File: src/rtl/usb_capture_arbiter_if.sv
// usb_capture_arbiter_if
//   Bundles the two packet-monitor input streams (host and device) and the
//   capture-buffer write port shared between them.
//   slave  : arbiter side (consumes host/dev streams, drives the buffer port)
//   master : environment side (drives host/dev streams, accepts buffer bytes)
interface usb_capture_arbiter_if;
  logic [7:0]  host_data;
  logic        host_valid;
  logic        host_sop;
  logic        host_eop;
  logic        host_ready;
  logic [7:0]  dev_data;
  logic        dev_valid;
  logic        dev_sop;
  logic        dev_eop;
  logic        dev_ready;
  logic [7:0]  buffer_data;
  logic        buffer_valid;
  logic [63:0] buffer_timestamp;
  logic [7:0]  buffer_flags;
  logic        buffer_ready;

  modport slave (
    input  host_data, host_valid, host_sop, host_eop,
    output host_ready,
    input  dev_data, dev_valid, dev_sop, dev_eop,
    output dev_ready,
    output buffer_data, buffer_valid, buffer_timestamp, buffer_flags,
    input  buffer_ready
  );

  modport master (
    output host_data, host_valid, host_sop, host_eop,
    input  host_ready,
    output dev_data, dev_valid, dev_sop, dev_eop,
    input  dev_ready,
    input  buffer_data, buffer_valid, buffer_timestamp, buffer_flags,
    output buffer_ready
  );
endinterface

File: src/rtl/usb_capture_arbiter.sv
// usb_capture_arbiter
//   Shares the capture-buffer write port between the host and device monitor
//   streams, one whole packet per grant, round-robin on contention. Each byte
//   is stamped with the timestamp latched at its packet's first byte and with
//   source/sop/eop/abort flags. A granted source that goes quiet for
//   IDLE_TIMEOUT cycles mid-packet gets an abort marker byte instead of a tail.
// Ports:
//   clk, rst_n        clock, asynchronous active-low reset
//   enable            when low no new grant is issued (open packet finishes)
//   timestamp         free-running time, sampled at the first byte of a grant
//   bus (slave)       host/dev streams in, buffer write port out
//   host_pkt_count    completed host packets (saturating)
//   dev_pkt_count     completed device packets (saturating)
//   abort_count       aborted packets (saturating)
//   busy              a packet (or abort marker) is in progress
module usb_capture_arbiter #(
  parameter int IDLE_TIMEOUT = 64,
  parameter int CNT_W        = 16
) (
  input  logic                  clk,
  input  logic                  rst_n,
  input  logic                  enable,
  input  logic [63:0]           timestamp,
  usb_capture_arbiter_if.slave  bus,
  output logic [CNT_W-1:0]      host_pkt_count,
  output logic [CNT_W-1:0]      dev_pkt_count,
  output logic [7:0]            abort_count,
  output logic                  busy
);
  localparam int STALL_W = $clog2(IDLE_TIMEOUT + 1);
  localparam logic [STALL_W-1:0] STALL_MAX = STALL_W'(IDLE_TIMEOUT - 1);

  typedef enum logic [1:0] {
    ST_IDLE  = 2'd0,
    ST_HOST  = 2'd1,
    ST_DEV   = 2'd2,
    ST_ABORT = 2'd3
  } state_t;

  function automatic logic [CNT_W-1:0] sat_inc_cnt(input logic [CNT_W-1:0] v);
    return (&v) ? v : v + CNT_W'(1);
  endfunction

  function automatic logic [7:0] sat_inc_8(input logic [7:0] v);
    return (&v) ? v : v + 8'd1;
  endfunction

  state_t             state_q, state_d;
  logic               rr_q, rr_d;          // 0: host wins the next tie, 1: device
  logic               run_q;               // low only while in reset, gates ready
  logic               first_q, first_d;    // next accepted byte opens the grant
  logic [STALL_W-1:0] stall_q, stall_d;
  logic [7:0]         data_q, data_d;
  logic [7:0]         flags_q, flags_d;
  logic               valid_q, valid_d;
  logic [63:0]        ts_q, ts_d;
  logic [CNT_W-1:0]   host_cnt_q, host_cnt_d;
  logic [CNT_W-1:0]   dev_cnt_q, dev_cnt_d;
  logic [7:0]         abort_cnt_q, abort_cnt_d;

  logic               gr_src_s;
  logic               gr_valid_s;
  logic               gr_eop_s;
  logic [7:0]         gr_data_s;
  logic               slot_free_s;
  logic               host_req_s;
  logic               dev_req_s;
  logic               host_ready_s;
  logic               dev_ready_s;

  assign slot_free_s = !valid_q || bus.buffer_ready;
  assign host_req_s  = enable && bus.host_valid && bus.host_sop;
  assign dev_req_s   = enable && bus.dev_valid && bus.dev_sop;

  // Select the stream that currently owns the port.
  always_comb begin
    if (state_q == ST_DEV) begin
      gr_src_s   = 1'b1;
      gr_valid_s = bus.dev_valid;
      gr_eop_s   = bus.dev_eop;
      gr_data_s  = bus.dev_data;
    end else begin
      gr_src_s   = 1'b0;
      gr_valid_s = bus.host_valid;
      gr_eop_s   = bus.host_eop;
      gr_data_s  = bus.host_data;
    end
  end

  // Arbitration, byte transfer, stall detection and statistics.
  always_comb begin
    state_d      = state_q;
    rr_d         = rr_q;
    first_d      = first_q;
    stall_d      = stall_q;
    data_d       = data_q;
    flags_d      = flags_q;
    ts_d         = ts_q;
    host_cnt_d   = host_cnt_q;
    dev_cnt_d    = dev_cnt_q;
    abort_cnt_d  = abort_cnt_q;
    host_ready_s = 1'b0;
    dev_ready_s  = 1'b0;
    // The output register empties once the buffer takes its byte.
    if (valid_q && bus.buffer_ready) begin
      valid_d = 1'b0;
    end else begin
      valid_d = valid_q;
    end

    case (state_q)
      ST_IDLE: begin
        // Stray non-sop bytes are swallowed; sop bytes wait for their grant.
        host_ready_s = run_q && bus.host_valid && !bus.host_sop;
        dev_ready_s  = run_q && bus.dev_valid && !bus.dev_sop;
        first_d      = 1'b1;
        stall_d      = '0;
        if (host_req_s && dev_req_s) begin
          state_d = rr_q ? ST_DEV : ST_HOST;
          rr_d    = !rr_q;
        end else if (host_req_s) begin
          state_d = ST_HOST;
        end else if (dev_req_s) begin
          state_d = ST_DEV;
        end else begin
          state_d = ST_IDLE;
        end
      end

      ST_HOST, ST_DEV: begin
        if (gr_src_s) begin
          dev_ready_s = slot_free_s;
        end else begin
          host_ready_s = slot_free_s;
        end
        if (gr_valid_s && slot_free_s) begin
          data_d  = gr_data_s;
          valid_d = 1'b1;
          // A mid-packet sop is plain data: only the grant's first byte gets bit1.
          flags_d = {4'b0000, 1'b0, gr_eop_s, first_q, gr_src_s};
          first_d = 1'b0;
          stall_d = '0;
          if (first_q) begin
            ts_d = timestamp;
          end else begin
            ts_d = ts_q;
          end
          if (gr_eop_s) begin
            state_d = ST_IDLE;
            if (gr_src_s) begin
              dev_cnt_d = sat_inc_cnt(dev_cnt_q);
            end else begin
              host_cnt_d = sat_inc_cnt(host_cnt_q);
            end
          end else begin
            state_d = state_q;
          end
        end else if (!gr_valid_s && slot_free_s) begin
          // Only source silence counts; buffer back-pressure freezes the timer.
          if (stall_q == STALL_MAX) begin
            state_d = ST_ABORT;
            data_d  = 8'h00;
            valid_d = 1'b1;
            flags_d = {4'b0000, 1'b1, 1'b1, 1'b0, gr_src_s};
            stall_d = '0;
          end else begin
            stall_d = stall_q + STALL_W'(1);
          end
        end else begin
          stall_d = stall_q;
        end
      end

      ST_ABORT: begin
        if (bus.buffer_ready) begin
          valid_d     = 1'b0;
          state_d     = ST_IDLE;
          abort_cnt_d = sat_inc_8(abort_cnt_q);
        end else begin
          state_d = ST_ABORT;
        end
      end

      default: begin
        state_d = ST_IDLE;
      end
    endcase
  end

  // State and output registers.
  always_ff @(posedge clk or negedge rst_n) begin
    if (!rst_n) begin
      state_q     <= ST_IDLE;
      rr_q        <= 1'b0;
      run_q       <= 1'b0;
      first_q     <= 1'b1;
      stall_q     <= '0;
      data_q      <= 8'h00;
      flags_q     <= 8'h00;
      valid_q     <= 1'b0;
      ts_q        <= 64'h0;
      host_cnt_q  <= '0;
      dev_cnt_q   <= '0;
      abort_cnt_q <= 8'h00;
    end else begin
      state_q     <= state_d;
      rr_q        <= rr_d;
      run_q       <= 1'b1;
      first_q     <= first_d;
      stall_q     <= stall_d;
      data_q      <= data_d;
      flags_q     <= flags_d;
      valid_q     <= valid_d;
      ts_q        <= ts_d;
      host_cnt_q  <= host_cnt_d;
      dev_cnt_q   <= dev_cnt_d;
      abort_cnt_q <= abort_cnt_d;
    end
  end

  assign bus.host_ready       = host_ready_s;
  assign bus.dev_ready        = dev_ready_s;
  assign bus.buffer_data      = data_q;
  assign bus.buffer_valid     = valid_q;
  assign bus.buffer_flags     = flags_q;
  assign bus.buffer_timestamp = ts_q;
  assign host_pkt_count       = host_cnt_q;
  assign dev_pkt_count        = dev_cnt_q;
  assign abort_count          = abort_cnt_q;
  assign busy                 = (state_q != ST_IDLE);
endmodule

File: src/flat_wrapper.sv
// flat-port wrapper written by rule: the top's interface ports become plain ports
module usb_capture_arbiter_flat 
#(
  parameter int IDLE_TIMEOUT = 64,
  parameter int CNT_W        = 16
)
  (clk, rst_n, enable, timestamp, host_pkt_count, dev_pkt_count, abort_count, busy, bus_host_data, bus_host_valid, bus_host_sop, bus_host_eop, bus_host_ready, bus_dev_data, bus_dev_valid, bus_dev_sop, bus_dev_eop, bus_dev_ready, bus_buffer_data, bus_buffer_valid, bus_buffer_timestamp, bus_buffer_flags, bus_buffer_ready);
  usb_capture_arbiter_if bus_i ();
  input  logic clk;
  input  logic rst_n;
  input  logic enable;
  input  logic [63:0] timestamp;
  output logic [CNT_W-1:0] host_pkt_count;
  output logic [CNT_W-1:0] dev_pkt_count;
  output logic [7:0] abort_count;
  output logic busy;
  input wire logic [$bits(bus_i.host_data)-1:0] bus_host_data;
  input wire logic [$bits(bus_i.host_valid)-1:0] bus_host_valid;
  input wire logic [$bits(bus_i.host_sop)-1:0] bus_host_sop;
  input wire logic [$bits(bus_i.host_eop)-1:0] bus_host_eop;
  output wire logic [$bits(bus_i.host_ready)-1:0] bus_host_ready;
  input wire logic [$bits(bus_i.dev_data)-1:0] bus_dev_data;
  input wire logic [$bits(bus_i.dev_valid)-1:0] bus_dev_valid;
  input wire logic [$bits(bus_i.dev_sop)-1:0] bus_dev_sop;
  input wire logic [$bits(bus_i.dev_eop)-1:0] bus_dev_eop;
  output wire logic [$bits(bus_i.dev_ready)-1:0] bus_dev_ready;
  output wire logic [$bits(bus_i.buffer_data)-1:0] bus_buffer_data;
  output wire logic [$bits(bus_i.buffer_valid)-1:0] bus_buffer_valid;
  output wire logic [$bits(bus_i.buffer_timestamp)-1:0] bus_buffer_timestamp;
  output wire logic [$bits(bus_i.buffer_flags)-1:0] bus_buffer_flags;
  input wire logic [$bits(bus_i.buffer_ready)-1:0] bus_buffer_ready;
  assign bus_i.host_data = bus_host_data;
  assign bus_i.host_valid = bus_host_valid;
  assign bus_i.host_sop = bus_host_sop;
  assign bus_i.host_eop = bus_host_eop;
  assign bus_host_ready = bus_i.host_ready;
  assign bus_i.dev_data = bus_dev_data;
  assign bus_i.dev_valid = bus_dev_valid;
  assign bus_i.dev_sop = bus_dev_sop;
  assign bus_i.dev_eop = bus_dev_eop;
  assign bus_dev_ready = bus_i.dev_ready;
  assign bus_buffer_data = bus_i.buffer_data;
  assign bus_buffer_valid = bus_i.buffer_valid;
  assign bus_buffer_timestamp = bus_i.buffer_timestamp;
  assign bus_buffer_flags = bus_i.buffer_flags;
  assign bus_i.buffer_ready = bus_buffer_ready;
  usb_capture_arbiter #(.IDLE_TIMEOUT(IDLE_TIMEOUT), .CNT_W(CNT_W)) u_core (.clk(clk), .rst_n(rst_n), .enable(enable), .timestamp(timestamp), .bus(bus_i), .host_pkt_count(host_pkt_count), .dev_pkt_count(dev_pkt_count), .abort_count(abort_count), .busy(busy));
endmodule
File: config.mk
export PLATFORM = sky130hd
export DESIGN_NAME = usb_capture_arbiter_flat
export DESIGN_NICKNAME = d
export VERILOG_FILES = /design/src/rtl/usb_capture_arbiter_if.sv /design/src/rtl/usb_capture_arbiter.sv /design/src/flat_wrapper.sv
export SDC_FILE = /design/constraint.sdc
export NUM_CORES = 1
export LEC_CHECK = 0
export BUFFER_PORTS_ARGS = -buffer_cell sky130_fd_sc_hd__buf_2
export CAP_MARGIN = 20
export CORE_MARGIN = 2
export CORE_UTILIZATION = 45
export DETAILED_ROUTE_END_ITERATION = 8
export PLACE_DENSITY = 0.8
export SYNTH_ARGS = -nofsm -noshare
export SYNTH_HDL_FRONTEND = slang
export SYNTH_SLANG_ARGS = --single-unit
export TNS_END_PERCENT = 1
File: constraint.sdc
create_clock -name clk -period 2.2 [get_ports clk]
set_clock_uncertainty 0.2 [all_clocks]
set_input_delay 0.22 -clock clk [delete_from_list [all_inputs] [get_ports clk]]
set_output_delay 0.22 -clock clk [all_outputs]
set_load 0.05 [all_outputs]
==> summary.md, run 1 <==
| Metric | Value |
|---|---|
| WP data required | 1.78 ns |
| Die area | 0.01388 mm² |
| Routed len/inst | 16.64 µm |
| Worst hold path depth | 4 |
| Vias | 4919 |
| GPL Wtd Cong | 0.8979 |
| Initial antenna violation count | 0 |
| Final wirelength | roughly 16000 µm |
| Critical path arrival | ~1.8 ns |
| Sequential element share of the synthesized area | 0.5539 |
| H-tree depth | 4 |
| Min Tclk post-route | 2.196 ns |
| Max Root-Sink Buffers | 2 |
| Number of standard cells after synthesis | approximately 460 |
| Drt drc | 0 |
| Fin area | ~0.0087 mm² |
| Worst hold margin | roughly 0.0064 ns |
| GRT overflow | 0 |
| Hold path endpoint | u_core.bus.buffer_flags[2] |
| Yosys cell types | 60 |
| TritonCTS Buffers | 17 |
| Hold Path Class | in2reg |
| Die width | 117.8 µm |
| Largest net degree at the start of global routing | 61 |
| FP Rows | 41 |
| R2R cell count | 7 |
| FF+latch count, synth | 129 |
| Layout area overhead | 49.72% |
| Relative slew slack | 0.6806 |
| First-pass detailed-route iteration total | 5 |
| Hold Crit Start | bus_dev_eop |
| Number of global-route vias before repair | 5148 |
| Post-detail-place hpwl | 10080 µm |
| Routed Antenna Nets | 0 |
| Worst vdd ir | 1.235 mV |
| Most common cell after layout, fill and taps aside | buf_2 |
| Layout cells sized above 1 | 0.4541 |
| Synth area leader | dfrtp_1 |
| Total global-route track usage | 0.2357 |
| Clk Latency, worst-skew pair | 0.41 ns |
| Reg2reg end | u_core.bus.buffer_timestamp[47] |
| Filler Cells Inserted | between 900 and 1k |
| Top-area cell type share of the netlist area | 0.5494 |
| Crit end category | primary output |
| RSZ-0062 raised after global routing | yes |
| DR vias/cell | 5.145 |
| R2R Path Start | u_core.state_q[0] |
| Worst reg2reg setup slack | 0.02 ns |
| Die Height | roughly 120 µm |
| Run status | completed |
| Core footprint | 0.01262 mm² |
| Ys flop type | dfrtp_1 |
| Lkg Pwr | 4.305 nW |
| Global-route wire length before repair | 25910 µm |
| Setup Crit Path Kind | reg2out |
| Clock sinks | 129 |
| Most frequent cells in the layout | buf_2 (206), dfrtp_1 (127), dlygate4sd3_1 (81) |
| Antenna diodes | 0 |
| Final hold vios | 0 |
| DR iter-0 viols | 247 |
| Warnings, synthesis | 0 |
| Maximum clock rate | 455.3 MHz |
| IO Port Bufs | approximately 210 |
| I/O pins | 214 |
| Top cells by area, synth | dfrtp_1 (55%), mux2_2 (14%), xor2_1 (3.6%) |
| Cell Area, Synth | 0.005831 mm² |
| # setup viols final | 0 |
| Clock transition at the registers of the reported paths | 0.05 ns |
| Fraction of registers with async set/reset | 1.000 |
| Nets | slightly below 900 |
| Pwr dens | ~1600 mW/mm² |
| CP max FO | 8 |
| Placed Area | 0.007197 mm² |
| CTS tree | done |
| Final worst-path cycle share | 0.9984 |
| Root Driver | clkbuf_16 |
| Max-slew violation count | 0 |
| Post-synth EDFFs | 0 |
| Initial Utilization | 0.4620 |
| Worst-Margin Slew | approximately 0.47 ns |
| Startpoint types | register |
| Max cap viols | 0 |
| Syn avg cell area | 12.79 µm² |
## cell usage after synthesis (3+ instances only)
cell       instances
o31ai_1            3
and3_1             7
xor2_1            24
nor3_1             9
nand4_1           14
o2bb2ai_1          8
a31oi_1            3
buf_2              7
a21oi_1            4
dfrtp_1          128
nor4_1             8
buf_4             11
nand2_1           26
o21ai_0            8
and4_1             5
nand3_1           15
mux2_2            71
mux2i_1           11
inv_1             11
nor2_1            14
ha_1               7
a211oi_1           3
xnor2_1           12
## per-stage QoR
stage,total power [W],setup slack (ns),utilization,cells,TNS (ns)
after global placement,0.01018,0.01858,0.5703,841,0
final,0.01384,0.003623,0.6918,956,0
after global routing,0.01446,-0.04491,0.6918,956,-0.6433
after floorplan,0.008660,-0.08130,-,459,-0.1504
after CTS,0.01382,-0.02644,0.6905,956,-0.03311
after detailed placement,0.01036,-0.04834,0.5703,841,-0.7906
## how the worst max path moves through the flow
stage / startpoint / end / slack [ns] / cells past startpoint
detailed placement: u_core.state_q[0] / u_core.bus.buffer_timestamp[58] / -0.05 / 7
finish: u_core.state_q[1] / bus_host_ready / 0.004 / 6
global route: u_core.state_q[1] / bus_host_ready / -0.04 / 6
floorplan: u_core.host_pkt_count[0] / u_core.host_pkt_count[1] / -0.08 / 5
CTS: u_core.state_q[1] / bus_host_ready / -0.03 / 6
global placement: u_core.state_q[0] / u_core.bus.buffer_timestamp[6] / 0.02 / 7
## registers in the layout, indices dropped and copies added (netlist names)
| name | cells |
|---|---|
| u_core.abort_count | 8 |
| u_core.bus.buffer_data | 8 |
| u_core.bus.buffer_flags | 4 |
| u_core.bus.buffer_timestamp | 64 |
| u_core.bus.buffer_valid | 1 |
| u_core.dev_pkt_count | 16 |
| u_core.first_q | 1 |
| u_core.host_pkt_count | 16 |
| u_core.rr_q | 1 |
| u_core.run_q | 1 |
| u_core.stall_q | 7 |
| u_core.state_q | 2 |
## cell type report
class                           count  area, µm²  share of cell area
Sequential cell                   129       3231              0.3701
Multi-Input combinational cell    299       2485              0.2846
Timing Repair Buffer              313       2103              0.2409
Clock buffer                       22      474.2             0.05432
Tap cell                          172      215.2             0.02465
Clock inverter                     10      180.2             0.02064
Inverter                           11      41.29            0.004730
## worst max-delay path: stages (launching register included)
cell	delay (ns)
dfrtp_2	0.44
inv_2	0.09
ha_4	0.18
nand2_1	0.06
o32a_1	0.29
nor2_2	0.13
buf_6	0.17
## cells by family after synthesis
family | count (synthesis) | synth area share
other cells | 2 | 0.001288
flops | 129 | 0.5539
buf+inv | 31 | 0.02983
xor+xnor | 36 | 0.05408
compound gates | 52 | 0.07039
mux | 85 | 0.1631
simple gates | 114 | 0.1124
fa+ha+maj | 7 | 0.01502
## report_power, final
part,internal [W],switching [W]
clock,0.00209,0.000990
combinational,0.00238,0.00465
sequential,0.00322,0.000502
## per-layer routing
metal / wire length, µm / global-route usage / up-vias
met5: 0 / 0 / -
met4: 381 / 0.1122 / 0
met3: 854 / 0.06638 / 29
met2: 8395 / 0.4099 / 183
met1: 6275 / 0.2671 / 2416
li1: - / - / 2291
## timing repair
item,in CTS,in global routing
buffers inserted,2,0
endpoints found under the hold margin,200,0
setup endpoints to repair,64,37
pin swaps,3,0
hold buffers,81,0
gates resized for setup,10,6
(Power assumes the default switching activity.)
==> inputs of run 2 (changes only) <==
- ABC_AREA: default -> 1
- CORE_UTILIZATION: 45 -> 51
- PLACE_DENSITY: 0.8 -> 0.84
- clock period: 2.2 -> 2.1 ns (I/O delays scaled with it)
==> run 2 against run 1 <==
Sequential power grew 3%. Worst hold slack gained 0.0062 ns. Combinational power up 3.0%. Via count is 39% higher. Clock power about the same. First-iteration DRC count rose to 2.7 times the previous value. Area after synthesis increased by 9.9%. Flip-flop and latch count did not move. Setup slack improved by 0.0059 ns. Synthesized cell count grew 80%. Sequential share of layout area down 1.6 points. Largest power group unchanged.
==> summary.md, run 2 <==
| Metric | Value |
|---|---|
| First-pass detailed-route iteration total | 5 |
| Run status | completed |
| R2R cell count | 10 |
| Max cap viols | 0 |
| Warnings, synthesis | 0 |
| Fraction of registers with async set/reset | 1.000 |
| Startpoint types | register |
| CP max FO | 11 |
| Number of global-route vias before repair | 6414 |
| Setup Crit Path Kind | reg2out |
| Worst hold path depth | 4 |
| Synth top cells by count | nand2_1 (354), dfrtp_1 (128), nand3_1 (98) |
| Yosys cell types | 28 |
| Layout area overhead | 42.21% |
| Placed cell count | around 1.2k |
| Filler Cells Inserted | 872 |
| Sequential element share of the synthesized area | 0.5039 |
| Min Tclk post-route | between 2 and 2.5 ns |
| Ys flop type | dfrtp_1 |
| GPL Wtd Cong | 0.8647 |
| Synth area leader | dfrtp_1 |
| Post-route insts no fill | between 1k and 1.5k |
| Post-detail-place hpwl | 11790 µm |
| Lkg Pwr | between 4 and 5 nW |
| RSZ-0062 raised after global routing | yes |
| Worst hold margin | 0.01253 ns |
| Max Root-Sink Buffers | 2 |
| Crit end category | primary output |
| Syn avg cell area | 7.796 µm² |
| Routed len/inst | 15.59 µm |
| Die area | 0.01348 mm² |
| Cell Area, Synth | 0.006409 mm² |
| Hold Path Class | in2reg |
| Vias | between 6k and 7k |
| Max-slew violation count | 0 |
| Total global-route track usage | 0.2948 |
| Top cells by area, synth | dfrtp_1 (50%), nand2_1 (21%), nand3_1 (7.7%) |
| Nets | 1213 |
| Final worst setup slack | 0.009498 ns |
| Maximum clock rate | 478.4 MHz |
| Worst vdd ir | approximately 1.2 mV |
| Final worst-path cycle share | 0.9955 |
| DR iter-0 viols | 672 |
| Layout cells sized above 1 | 0.2640 |
| Routed Antenna Nets | 0 |
| Die width | 116.1 µm |
| Clock transition at the registers of the reported paths | 0.06 ns |
| Initial antenna violation count | 0 |
| Largest net degree at the start of global routing | 66 |
| WP data required | roughly 1.7 ns |
| H-tree depth | 4 |
| Core footprint | between 0.01 and 0.015 mm² |
| Most frequent cells in the layout | nand2_1 (353), buf_2 (206), dfrtp_1 (128) |
| Initial Utilization | 0.5270 |
| IO Port Bufs | 209 |
| Max reg flops | 64 |
| Top-count cell post-synth | nand2_1 |
| Worst slack, placed | 0.09645 ns |
| Clk Latency, worst-skew pair | 0.42 ns |
| FF+latch count, synth | 129 |
| DR vias/cell | 5.255 |
| I/O pins | 214 |
| Number of standard cells after synthesis | between 800 and 900 |
| Util after Layout | 0.7494 |
| # setup viols final | 0 |
| Final wirelength | 20250 µm |
| GRT overflow | 0 |
| Final hold vios | 0 |
| Top-area cell type share of the netlist area | 0.4998 |
| FP Rows | 40 |
| Clock sinks | approximately 130 |
| CTS tree | done |
| Root Driver | clkbuf_16 |
| Global-route wire length before repair | 30710 µm |
| Setup TNS | 0 ns |
| TritonCTS Buffers | 17 |
| Die Height | 116.1 µm |
| Pwr dens | 1552 mW/mm² |
| Most common cell after layout, fill and taps aside | nand2_1 |
| Critical path arrival | 1.68 ns |
| Post-synth EDFFs | 0 |
| Drt drc | 0 |
## run 2: cell types whose count changed after synthesis, moves of 9 or more
| cell | change |
|---|---|
| mux2_2 | -71 |
| clkbuf_1 | +9 |
| nor2_1 | +29 |
| inv_1 | +33 |
| xor2_1 | -17 |
| o21ai_1 | +19 |
| mux2i_1 | -11 |
| nand2_1 | +328 |
| nand3_1 | +83 |
## run 2: layer usage
metal / track usage / wire length [µm] / up-vias
li1: - / - / 3183
met1: 0.3495 / 7826 / 3218
met2: 0.5021 / 10300 / 355
met3: 0.06487 / 1316 / 70
met4: 0.1603 / 809 / 0
met5: 0 / 0 / -
## run 2: worst paths after layout
path / start / to / slack [ns]
setup reg to reg: u_core.state_q[0] / u_core.bus.buffer_timestamp[1] / 0.05
hold / removal: bus_dev_data[3] / u_core.bus.buffer_data[3] / 0.01
hold reg to reg: u_core.bus.buffer_flags[2] / u_core.bus.buffer_flags[2] / 0.27
max in group asynchronous: rst_n / u_core.bus.buffer_timestamp[55] / 1.01
min in group asynchronous: rst_n / u_core.dev_pkt_count[5] / 0.07
setup / recovery: u_core.state_q[0] / bus_dev_ready / 0.009
## run 2: repair_timing
item | 4_1_cts | 5_1_grt
gates resized for setup | 13 | 2
pin swaps | 1 | 3
buffers inserted | 3 | 3
endpoints found under the setup margin | 2 | 13
hold buffers | 75 | 0
endpoints found under the hold margin | 201 | 0
gates cloned | 0 | 0
## run 2: final cells by class
type	instances	area, µm²	area share
multi-input combinational	610	2803	0.3075
timing repair buffer	307	2062	0.2262
antenna	2	5.005	0.0005491
tap	168	210.2	0.02306
inverter	51	191.4	0.02100
clock inverter	13	160.2	0.01757
sequential	129	3229	0.3543
clock buffer	19	452.9	0.04970
## run 2: logic make-up after synthesis
kind of cell | Yosys count | share of synthesized area
flip-flops | 129 | 0.5039
AO/OA/AOI/OAI | 42 | 0.03280
buffers and inverters | 86 | 0.06677
AND/OR/NAND/NOR | 533 | 0.3503
XOR/XNOR | 23 | 0.03143
other | 2 | 0.001172
adder cells (fa/ha/maj) | 7 | 0.01367
## run 2: worst max-delay path: stages (launching register included)
cell,delay [ns]
dfrtp_1,0.40
inv_2,0.10
ha_4,0.16
buf_6,0.15
nand2_1,0.08
a21oi_2,0.17
buf_6,0.18
## run 2: power by group
part	switching (W)	leakage, nW	internal, W
registers	0.000516	1.67	0.00332
clock network	0.00114	0.287	0.00193
logic	0.00536	2.92	0.00188
## run 2: per-stage QoR
stage / total power, W / area [µm²]
floorplan: 0.008799 / 6424
detailed placement: 0.01044 / 7639
finish: 0.01415 / 9114
CTS: 0.01384 / 9077
global placement: 0.01032 / 7639
global route: 0.01481 / 9109
==> inputs of run 3 (changes only) <==
- HOLD_SLACK_MARGIN: default -> 0.05
==> run 3 against run 2 <==
Sequential share of layout area shrank 0.31 points. Count of clock-buffer cells in the layout stayed put. First-iteration DRC count decreased by 7.7%. Via count decreased by 0.19%. Clock power hardly changed.
==> summary.md, run 3 (synthesis gave the netlist of run 2 again) <==
| Metric | Value |
|---|---|
| Layout cells sized above 1 | 0.2621 |
| Number of global-route vias before repair | 6519 |
| GRT overflow | 0 |
| Min Tclk post-route | 2.084 ns |
| Vias | between 6k and 7k |
| TritonCTS Buffers | 17 |
| Clk Latency, worst-skew pair | 0.42 ns |
| Setup Crit Path Kind | reg2out |
| M1 GR Usage | 0.3483 |
| Clock power share | 0.216 |
| Sequential power share | 0.271 |
| Max Root-Sink Buffers | 2 |
| Lkg Pwr | 4.914 nW |
| Final wirelength | roughly 21000 µm |
| Final worst setup slack | ~0.016 ns |
| Drt drc | 0 |
| Largest net degree at the start of global routing | between 60 and 70 |
| FP Rows | 40 |
| Sw power | ~0.007 W |
| Int Power | between 0.007 and 0.008 W |
| Root Driver | clkbuf_16 |
| DR iter-0 viols | 620 |
| Total global-route track usage | 0.2997 |
| CTS tree | done |
| Post-detail-place hpwl | ~12000 µm |
| DR vias/cell | 5.217 |
| Fin area | 0.009195 mm² |
| Gr busiest metal | met2 |
| Core footprint | 0.01216 mm² |
| Maximum clock rate | 479.7 MHz |
| RSZ-0062 raised after global routing | yes |
| Max-slew violation count | 0 |
| Initial Utilization | 0.5270 |
| Die width | 116.1 µm |
| H-tree depth | 4 |
| Die Height | 116.1 µm |
| Most common cell after layout, fill and taps aside | nand2_1 |
| First-pass detailed-route iteration total | 5 |
| Pwr dens | 1541 mW/mm² |
| CP max FO | 3 |
| Sw frac | 0.4959 |
| GPL Wtd Cong | a little under 0.9 |
| I/O pins | 214 |
| Hold Path Class | in2async |
| Layout area overhead | 43.48% |
| Routed len/inst | 15.70 µm |
| Combinational fraction of design power | 0.513 |
| Routed Antenna Nets | 0 |
| Worst slack, placed | roughly 0.096 ns |
| Routing usage on met2 | 0.5166 |
| Initial antenna violation count | 0 |
| # setup viols final | 0 |
| Max cap viols | 0 |
| Global-route wire length before repair | 31250 µm |
| Run status | completed |
| Most frequent cells in the layout | nand2_1 (353), buf_2 (206), dfrtp_1 (128) |
| WP data required | 1.69 ns |
| Nets | between 1k and 1.5k |
| Worst vdd ir | 1.258 mV |
| Die area | 0.01348 mm² |
| Final hold vios | 0 |
| IO Port Bufs | 209 |
| Grt met3 use | 0.06591 |
| Clock transition at the registers of the reported paths | 0.06 ns |
| Placed Area | 0.007639 mm² |
| Clock sinks | 129 |
| Critical path arrival | 1.67 ns |
| Crit end category | primary output |
| Final worst-path cycle share | 0.9926 |
| Max reg flops | 64 |
| Startpoint types | register |
[run 3: cell type report]
class / instances / area (µm²)
sequential: 129 / 3229
fill: 848 / 2967
multi-input combinational: 610 / 2803
timing repair buffer: 315 / 2146
clock buffer: 19 / 452.9
tap: 168 / 210.2
inverter: 51 / 191.4
clock inverter: 13 / 160.2
antenna: 1 / 2.502
[run 3: stage by stage]
stage	total power, W	util	hold slack [ns]	std cells	TNS (ns)
2_1_floorplan	0.008799	-	-0.2856	825	-0.09584
3_3_place_gp	0.01032	0.6281	-0.02776	1184	0
3_5_place_dp	0.01044	0.6281	-0.02678	1184	0
4_1_cts	0.01385	0.7530	0.05852	1302	0
5_1_grt	0.01485	0.7559	0.08047	1305	-0.2434
6_report	0.01417	0.7561	0.07546	1306	0
[run 3: per-layer routing]
metal / share of wire / wire, µm / vias up
li1: - / - / 3203
met4: 0.042 / 859 / 0
met1: 0.38 / 7822 / 3224
met5: 0 / 0 / -
met2: 0.51 / 10470 / 317
met3: 0.066 / 1353 / 69
[run 3: what timing repair did]
action | in CTS | in global routing
hold buffers | 83 | 0
endpoints found under the setup margin | 2 | 13
hold endpoints to repair | 202 | 0
pin swaps | 1 | 4
resized for setup | 13 | 3
setup buffers | 3 | 3
cloned | 0 | 0
[run 3: worst paths after layout]
kind	slack, ns	cells after the start	endpoint	start
min in group clk	0.08	4	u_core.bus.buffer_data[2]	bus_dev_data[2]
min	0.08	2	u_core.dev_pkt_count[2]	rst_n
max	0.02	6	bus_host_ready	u_core.state_q[1]
max in group asynchronous	1.01	3	u_core.bus.buffer_timestamp[60]	rst_n
max reg2reg	0.08	10	u_core.bus.buffer_timestamp[1]	u_core.state_q[0]
min reg2reg	0.26	2	u_core.bus.buffer_flags[2]	u_core.bus.buffer_flags[2]
[run 3: critical path: stages, from the launching register on]
cell,delay [ns]
dfrtp_1,0.41
inv_2,0.07
ha_4,0.27
buf_6,0.09
nand3_2,0.07
a21oi_2,0.17
buf_6,0.17
[run 3: power groups by stage]
stage	Sequential [W]	Combinational [W]	Clock, W
final	0.00384	0.00727	0.00305
after global routing	0.00391	0.00773	0.00321
after global placement	0.00376	0.00656	0
after detailed placement	0.00379	0.00665	0
after floorplan	0.00639	0.00241	0
after CTS	0.00377	0.00701	0.00307
